<file path="src/rtl/hazard_unit_p.sv">
// Parametrised Tuse/Tnew hazard and forwarding unit: per-port RAW stall/forward
// resolution, retired-write history, MDU busy counter and saturating stall counter.
module hazard_unit_p #(
    parameter int W       = 32,
    parameter int NRP     = 2,
    parameter int NSTG    = 3,
    parameter int HIST    = 1,
    parameter int MUL_LAT = 5,
    parameter int DIV_LAT = 10
) (
    input  logic              clk,
    input  logic              reset,
    input  logic [NRP*5-1:0]  d_addr,
    input  logic [NRP-1:0]    d_use,
    input  logic [NRP*2-1:0]  d_tuse,
    input  logic [NRP*W-1:0]  d_rdata,
    input  logic              d_md,
    input  logic [NSTG*5-1:0] s_waddr,
    input  logic [NSTG*2-1:0] s_tnew,
    input  logic [NSTG*W-1:0] s_wdata,
    input  logic              md_start,
    input  logic              md_op,
    output logic [NRP*W-1:0]  fwd_d,
    output logic              en_pc,
    output logic              en_ifid,
    output logic              flush_idex,
    output logic              md_busy,
    output logic [31:0]       stall_cnt
);

    localparam logic [3:0] MUL_CNT = 4'(MUL_LAT);
    localparam logic [3:0] DIV_CNT = 4'(DIV_LAT);

    logic [4:0]   hist_addr [HIST];
    logic [W-1:0] hist_data [HIST];
    logic [3:0]   md_cnt;
    logic [NRP-1:0] port_stall;
    logic         stall;
    logic [4:0]   wb_addr;

    assign wb_addr = s_waddr[5*(NSTG-1) +: 5];

    always_comb begin : fwd_logic
        logic [4:0]   addr;
        logic         hit;
        logic [1:0]   hit_tnew;
        logic [W-1:0] hit_data;
        logic         hhit;
        logic [W-1:0] hhit_data;
        port_stall = '0;
        fwd_d      = '0;
        addr       = '0;
        hit        = 1'b0;
        hit_tnew   = '0;
        hit_data   = '0;
        hhit       = 1'b0;
        hhit_data  = '0;
        for (int unsigned p = 0; p < NRP; p++) begin
            addr     = d_addr[5*p +: 5];
            hit      = 1'b0;
            hit_tnew = '0;
            hit_data = '0;
            hhit     = 1'b0;
            hhit_data = '0;
            // Scan oldest to youngest so the youngest match is the one that sticks.
            for (int unsigned i = 0; i < NSTG; i++) begin
                if (s_waddr[5*(NSTG-1-i) +: 5] != 5'd0 &&
                    s_waddr[5*(NSTG-1-i) +: 5] == addr) begin
                    hit      = 1'b1;
                    hit_tnew = s_tnew[2*(NSTG-1-i) +: 2];
                    hit_data = s_wdata[W*(NSTG-1-i) +: W];
                end
            end
            for (int unsigned i = 0; i < HIST; i++) begin
                if (hist_addr[HIST-1-i] != 5'd0 && hist_addr[HIST-1-i] == addr) begin
                    hhit      = 1'b1;
                    hhit_data = hist_data[HIST-1-i];
                end
            end
            fwd_d[W*p +: W] = d_rdata[W*p +: W];
            if (hit) begin
                if (hit_tnew == 2'd0)
                    fwd_d[W*p +: W] = hit_data;
            end else if (hhit) begin
                fwd_d[W*p +: W] = hhit_data;
            end
            port_stall[p] = d_use[p] && (addr != 5'd0) && hit &&
                            (hit_tnew > d_tuse[2*p +: 2]);
        end
    end

    assign md_busy    = (md_cnt != 4'd0);
    assign stall      = (|port_stall) || (d_md && (md_busy || md_start));
    assign en_pc      = ~stall;
    assign en_ifid    = ~stall;
    assign flush_idex = stall;

    always_ff @(posedge clk or negedge reset) begin
        if (!reset) begin
            md_cnt <= '0;
        end else if (md_start && md_cnt == 4'd0) begin
            md_cnt <= md_op ? DIV_CNT : MUL_CNT;
        end else if (md_cnt != 4'd0) begin
            md_cnt <= md_cnt - 4'd1;
        end
    end

    always_ff @(posedge clk or negedge reset) begin
        if (!reset) begin
            stall_cnt <= '0;
        end else if (stall && stall_cnt != '1) begin
            stall_cnt <= stall_cnt + 32'd1;
        end
    end

    always_ff @(posedge clk or negedge reset) begin
        if (!reset) begin
            for (int unsigned i = 0; i < HIST; i++) begin
                hist_addr[i] <= '0;
                hist_data[i] <= '0;
            end
        end else if (wb_addr != 5'd0) begin
            hist_addr[0] <= wb_addr;
            hist_data[0] <= s_wdata[W*(NSTG-1) +: W];
            for (int unsigned i = 1; i < HIST; i++) begin
                hist_addr[i] <= hist_addr[i-1];
                hist_data[i] <= hist_data[i-1];
            end
        end
    end

endmodule

</file>
<file path="config.mk">
export PLATFORM = sky130hd
export DESIGN_NAME = hazard_unit_p
export DESIGN_NICKNAME = d
export VERILOG_FILES = /design/src/rtl/hazard_unit_p.sv
export SDC_FILE = /design/constraint.sdc
export NUM_CORES = 1
export LEC_CHECK = 0
export BUFFER_PORTS_ARGS = -buffer_cell sky130_fd_sc_hd__buf_2
export CAP_MARGIN = 30
export CORE_AREA = 8 8 126 128
export DETAILED_ROUTE_END_ITERATION = 10
export DIE_AREA = 0 0 134 136
export PLACE_DENSITY = 0.82
export SLEW_MARGIN = 20
export SYNTH_ARGS = -nofsm -noshare
export SYNTH_HDL_FRONTEND = slang
export SYNTH_SLANG_ARGS = --single-unit
</file>
<file path="constraint.sdc">
create_clock -name clk -period 8.2 [get_ports clk]
set_input_delay 1.64 -clock clk [delete_from_list [all_inputs] [get_ports clk]]
set_output_delay 1.64 -clock clk [all_outputs]
set_load 0.02 [all_outputs]
</file>
==> results.cfg, run 1 <==
[outcome]
outcome = finished clean

[clock_network]
cts_made_buffers = 9
clk_latency_ps = 330
path_clk_slew_ps = 50
post_cts_resized = 0
htree_levels = 3
cts_sinks = 73
cts_tree = built
ctsRootBufferMaster = clkbuf_16
postCtsSetupRepairBufs = 0
clk_path_buf_depth = 2
cts_hold_buf = 0

[detailed_routing]
drc = 0
first_pass_iters = 6
drt_iter0_markers = 609
wire_per_inst_microns = 19.4
routed_via_density = 5.85
postRouteAntennaNets = 0
vias = 7792
wirelength_microns = 25800

[floorplanning]
start_util_pct = 47.7
die_y_microns = 136
die_x_microns = 134
placement_rows = 44
core-area_sq_um = 14000
pin_count = 302
dieArea_sq_um = 18200

[power_and_ir_drop]
power_density_nw_per_um2 = 161
p_leak_nw = 4.10
vdd_drop_max_mv = 0.151
power_mw = 1.40

[worst_hold_path]
min_path_cells = 1
hp-class = reg -> reg
whs_endpoint = md_cnt[3]
hp-start = md_cnt[3]

[yosys]
synth_seq_cells = 73
synth_warnings = 0
syn-num-nets = 1092
ys_types = 40
synth_top_family_by_area = simple AND/OR/NAND/NOR gates
synth-compound-area-share_pct = 19.1
syn_avg_cell_area_sq_um = 7.59
ys_seq_area_share_pct = 27.3
syn_area_sq_um = 6700
synthXorXnorAreaFrac_pct = 9.41
synthAdderAreaFrac_pct = 1.31
synth_cells = 883
yosys.area_share.simple_pct = 28.4
synth_mux_area_share_pct = 5.55

[cells_and_area]
seq_area_sq_um = 1830
syn_to_final_growth_pct = 29.3
fill_cells = 1327
fin_nets = 1347
final_util_pct = 61.7
drive_gt1_share_pct = 36.2
multi_input_area_sq_um = 4310
layoutNonFillerInstCount = 1333

[sta]
slew_viol_final = 0
hold_viol = 0
setup_tns_ps = 0
skew_ps = 8.34
rsz0062_at_grt = no
fmax_ghz = 0.145
worstMarginPinSlew_ps = 804
setup_viol = 0
hold_ws_ps = 494
fin_crit_ps = 6880
final.period_utilization_pct = 83.9
relSlewSlack_pct = 46.4

[global_route]
antenna_found_initial = 11
grt_pass1_wl_microns = 40200
grtUsageTotal_pct = 27.2
gr-total-overflow = 0
grt_max_degree = 74
grt_pass1_vias = 7616

[critical_path]
rr_endpoint = stall_cnt[1]
worstPathRequired_ps = 6560
path_class = in -> out
cp_cell_sequence = buf_2 > or4_4 > o211ai_2 > or3_1 > nand3_1 > a31o_2 > inv_1 > ha_1 > nor2b_1 > o211ai_1 > a21oi_1 > o31ai_1 > and3_1 > inv_1 > buf_2
arrival_ps = 5240
cp_max_fo = 24
endpoint_kind = output pin
crit_path_start_kind = input port
slowest_stage = or4_4
rr_startpoint = stall_cnt[11]
cp-startpoint = s_waddr[6]
critPathMaxStageDelay_ps = 550
reg2reg_depth = 6
rrSetupSlack_ps = 5110

[place]
gp_congestion = 0.938
io_buffer_count = 301
hpwlAfterDp_microns = 19400
placed_cells = 1310

[flow_run]
cap_violations = 0
## routing by layer
| metal | up-vias | GRT usage, % | wire length [microns] |
|---|---|---|---|
| met4 | 10 | 12.0 | 977 |
| met2 | 470 | 44.4 | 12200 |
| met5 | - | 0 | 61 |
| li1 | 3637 | - | - |
| met1 | 3590 | 32.1 | 9830 |
| met3 | 85 | 8.98 | 2740 |
## worst max path at each step
stage,to,slack [ps],cells after the start
2_1_floorplan,flush_idex,2220,16
3_5_place_dp,flush_idex,1380,15
3_3_place_gp,flush_idex,1480,16
4_1_cts,flush_idex,1330,15
6_report,flush_idex,1320,15
5_1_grt,flush_idex,1090,16
## metrics by stage
step,instance area [sq um],worst slack [ps]
final,8660,1320
after global routing,8660,1090
after CTS,8620,1330
after detailed placement,8260,1380
after global placement,8260,1480
after floorplan,6700,2220
## logic make-up after synthesis
kind of cell | after synthesis
xor+xnor | 72
fa+ha+maj | 7
buf+inv | 147
compound gates | 157
simple gates | 394
mux | 33
flops | 73
## report_power, final
group / total [mW] / internal [mW] / switching, mW / leakage (nW)
logic: 0.483 / 0.191 / 0.291 / 3.02
registers: 0.446 / 0.401 / 0.0444 / 0.905
clock network: 0.468 / 0.315 / 0.154 / 0.173
total: 1.40 / 0.907 / 0.489 / 4.10
## flip-flops by register name, summed over array words and instances, names as in the netlist
register and count:
md_cnt 4, hist_data 32, stall_cnt 32, hist_addr 5
## synth_stat cells
library cell  instances  share of area [%]
nor3_2                1               0.15
o31ai_1               3               0.34
buf_6                 3               0.50
buf_1                 4               0.22
xnor2_1              53                6.9
o211ai_1              2               0.22
or3_1                 4               0.37
o221ai_2             30                6.7
or3_4                 2               0.34
nand2_1             154                8.6
o22ai_1               1              0.093
nand3_1             157                 12
clkbuf_1             49                2.7
mux2_2               33                5.5
and2_1                1              0.093
dfrtp_1              73                 27
nor4_1                4               0.37
nor2b_1               3               0.28
nor3_1               14                1.0
or4_1                 3               0.34
or4b_1                1               0.15
o221ai_1             34                4.4
nor4_2                3               0.56
xor2_1               19                2.5
and4_1                4               0.52
and3_1                6               0.56
nand4_1              13                1.2
ha_1                  7                1.3
nor2_1               20                1.1
buf_2                12               0.90
a21o_1                5               0.56
buf_4                 4               0.45
a31o_2                6               0.78
inv_1                75                4.2
nand4b_1              1               0.13
nor4_4                2               0.63
or4_4                 1               0.17
o211ai_2              2               0.37
o21ai_0              68                5.1
a21oi_1               6               0.45
## layout by cell type (no fill, tap or decap), drive strengths merged
cell type,netlist,routed
and4,4,4
o21ai,68,68
a21oi,6,6
and2,1,1
nand4b,1,1
nand2,154,154
nor2,20,20
bufinv,0,3
nand4,13,13
ha,7,7
diode,0,6
a21o,5,5
xnor2,53,53
and3,6,6
xor2,19,19
nor4,9,9
inv,75,75
clkinv,0,1
dfrtp,73,73
or4b,1,1
clkbuf,49,12
mux2,33,33
a31o,6,6
o221ai,64,64
o211ai,4,4
or3,6,6
nand3,157,157
nor3,15,15
buf,23,316
o31ai,3,3
nor2b,3,3
or4,4,4
o22ai,1,1
## worst max-delay path, delay by kind of cell
kind	cells	cell delay, ps
buffers and inverters	4	890
adders and majority gates	1	240
and+or+nand+nor	5	1650
AOI/OAI and AO/OA	5	810
## final cells by class
class	instances	share of cell area, %
timing repair buffer	316	19.0
clock buffer	12	2.96
inverter	75	3.25
sequential	73	21.1
clock inverter	4	1.14
tap	184	2.66
antenna	6	0.173
multi-input combinational	663	49.8
(Power assumes the default switching activity.)
==> run 2, diff against run 1 <==
--- a/config.mk
+++ b/config.mk
@@ -5,12 +5,13 @@
 export SDC_FILE = /design/constraint.sdc
 export NUM_CORES = 1
 export LEC_CHECK = 0
+export ABC_AREA = 1
 export BUFFER_PORTS_ARGS = -buffer_cell sky130_fd_sc_hd__buf_2
 export CAP_MARGIN = 30
-export CORE_AREA = 8 8 126 128
+export CORE_AREA = 8 8 142 144
 export DETAILED_ROUTE_END_ITERATION = 10
-export DIE_AREA = 0 0 134 136
-export PLACE_DENSITY = 0.82
+export DIE_AREA = 0 0 150 152
+export PLACE_DENSITY = 0.78
 export SLEW_MARGIN = 20
 export SYNTH_ARGS = -nofsm -noshare
 export SYNTH_HDL_FRONTEND = slang
==> constraint.sdc (replaced) <==
create_clock -name clk -period 6.4 [get_ports clk]
set_input_delay 1.28 -clock clk [delete_from_list [all_inputs] [get_ports clk]]
set_output_delay 1.28 -clock clk [all_outputs]
set_load 0.02 [all_outputs]
==> run 2 against run 1 <==
Sequential cell count stayed put. First-iteration DRC count rose by 96%. Synthesized cell count rose by 70%. Die area rose by 25%. Largest power group unchanged. Clock power increased by 13%. Wire length grew 40%. Power increased by 32%. Sequential power increased by 22%. Clock-buffer cell count fell by 1. Core utilization shrank 3.1 points.
==> results.cfg, run 2 <==
[floorplanning]
pin_count = 302
placement_rows = 49
core-area_sq_um = 17800
dieArea_sq_um = 22800
die_y_microns = 152
die_x_microns = 150
start_util_pct = 48.4

[critical_path]
critPathMaxStageDelay_ps = 610
worstPathRequired_ps = 5120
slowest_stage = nand2_2
cp_cell_sequence = buf_2 > inv_2 > nand2_1 > nand2_1 > nor2_1 > and2_1 > nand2_2 > nand3_2 > nand3_2 > inv_1 > ha_1 > inv_1 > nor2_1 > o211ai_1 > a21oi_1 > nand2_1 > nand3_4 > inv_1 > buf_2
cp_max_fo = 35
endpoint_kind = output pin
arrival_ps = 4220
path_class = in -> out
crit_path_start_kind = input port

[place]
io_buffer_count = 301
place_worst_setup_slack_ps = 935
hpwlAfterDp_microns = 26700
gp_congestion = 0.969

[detailed_routing]
drt_iter0_markers = 1196
vias = 11100
wire_per_inst_microns = 18.3
routed_via_density = 5.66
first_pass_iters = 6
wirelength_microns = 36000
postRouteAntennaNets = 0
drc = 0

[cells_and_area]
fill_cells = 1818
syn_to_final_growth_pct = 21.2
layout_common_cells = 605 x nand2_1, 315 x nand3_1, 300 x buf_2
fin_nets = 1941
reg_top3 = hist_data (32), stall_cnt (32), hist_addr (5)
drive_gt1_share_pct = 21.6
final_common_cell = nand2_1

[global_route]
grt_max_degree = 74
gr-total-overflow = 0
grtUsageTotal_pct = 30.5
grt_pass1_vias = 10500
antenna_found_initial = 3
grt_pass1_wl_microns = 56100

[yosys]
ys.flop_type = dfrtp_1
syn_area_sq_um = 8600
synthArstFlopShare_pct = 100
synth_cells = 1498
syn_avg_cell_area_sq_um = 5.74
yosysTopAreaCell = nand2_1
ys_seq_area_share_pct = 21.2
syn-num-nets = 1707
synth_warnings = 0
ys_types = 33
yosysTopAreaCellShare_pct = 26.4
synth.most_common_cell = nand2_1
synth_area_leaders = nand2_1 26%, dfrtp_1 21%, nand3_1 18%
synth_edf_count = 0
synth_common_cells = 605 x nand2_1, 315 x nand3_1, 119 x inv_1, 73 x dfrtp_1, 67 x o211ai_1
synth_seq_cells = 73

[worst_hold_path]
hp-class = reg -> reg

[sta]
skew_ps = 6.13
fmax_ghz = 0.182
relSlewSlack_pct = 44.1
slew_viol_final = 0
rsz0062_at_grt = no
timing.final.ws_setup_ps = 898
setup_viol = 0
setup_tns_ps = 0
final.period_utilization_pct = 86.0
worstMarginPinSlew_ps = 836
fin_crit_ps = 5500
hold_viol = 0

[clock_network]
clk_path_buf_depth = 2
ctsRootBufferMaster = clkbuf_16
htree_levels = 3
post_cts_resized = 0
cts_made_buffers = 9
cts_sinks = 73
postCtsSetupRepairBufs = 0
cts_tree = built
clk_latency_ps = 350
path_clk_slew_ps = 60
cts_hold_buf = 0

[power_and_ir_drop]
p_leak_nw = 5.74
power_density_nw_per_um2 = 177
vdd_drop_max_mv = 0.136

[outcome]
outcome = finished clean

[flow_run]
cap_violations = 0
## run 2: path summary, 6_finish.rpt
check / startpoint / to / slack, ps / cells past startpoint
max: d_addr[1] / en_pc / 900 / 19
min: stall_cnt[31] / stall_cnt[31] / 510 / 2
max reg2reg: md_cnt[0] / stall_cnt[22] / 3940 / 12
min reg2reg: stall_cnt[31] / stall_cnt[31] / 510 / 2
max in group asynchronous: reset / hist_data[26] / 4990 / 2
min in group asynchronous: reset / md_cnt[2] / 830 / 1
## run 2: critical path, delay by kind of cell
kind	cells	cell delay, ps
buffers and inverters	6	680
AOI/OAI and AO/OA	2	210
and+or+nand+nor	10	1770
adders and majority gates	1	280
## run 2: cell type report
type                       instances  area [sq um]  area share, %
clock inverter                     5          53.8          0.516
multi-input combinational       1200          5800           55.7
antenna                            2          5.00         0.0480
tap                              229           287           2.75
inverter                         127           477           4.57
timing repair buffer             321          1720           16.5
clock buffer                      11           253           2.42
sequential                        73          1830           17.5
## run 2: kinds of logic after synthesis
group | share of synthesized area (%)
AND/OR/NAND/NOR | 51.9
buffers and inverters | 11.4
AO/OA/AOI/OAI | 8.42
flip-flops | 21.2
XOR/XNOR | 6.01
adder cells (fa/ha/maj) | 1.02
## run 2: power by group
group	internal, mW	switching [mW]
sequential	0.504	0.0394
clock	0.322	0.206
combinational	0.263	0.514
total	1.09	0.760
## run 2: through the flow
step / hold WS (ps) / utilization, % / cells / total power, mW / area [sq um]
after floorplan: 483 / - / 1498 / 1.04 / 8600
after global placement: 494 / 56.4 / 1947 / 1.30 / 10000
after detailed placement: 504 / 56.6 / 1948 / 1.32 / 10100
after CTS: 519 / 58.3 / 1964 / 1.85 / 10400
after global routing: 538 / 58.6 / 1968 / 1.95 / 10400
final: 514 / 58.6 / 1968 / 1.85 / 10400
## run 2: per-layer routing
metal | track usage, % | part of all wire (%) | vias up
met1 | 38.8 | 40 | 5043
met2 | 47.8 | 45 | 680
met5 | 0 | 0.047 | -
li1 | - | - | 5320
met3 | 8.88 | 12 | 97
met4 | 11.1 | 3.0 | 2
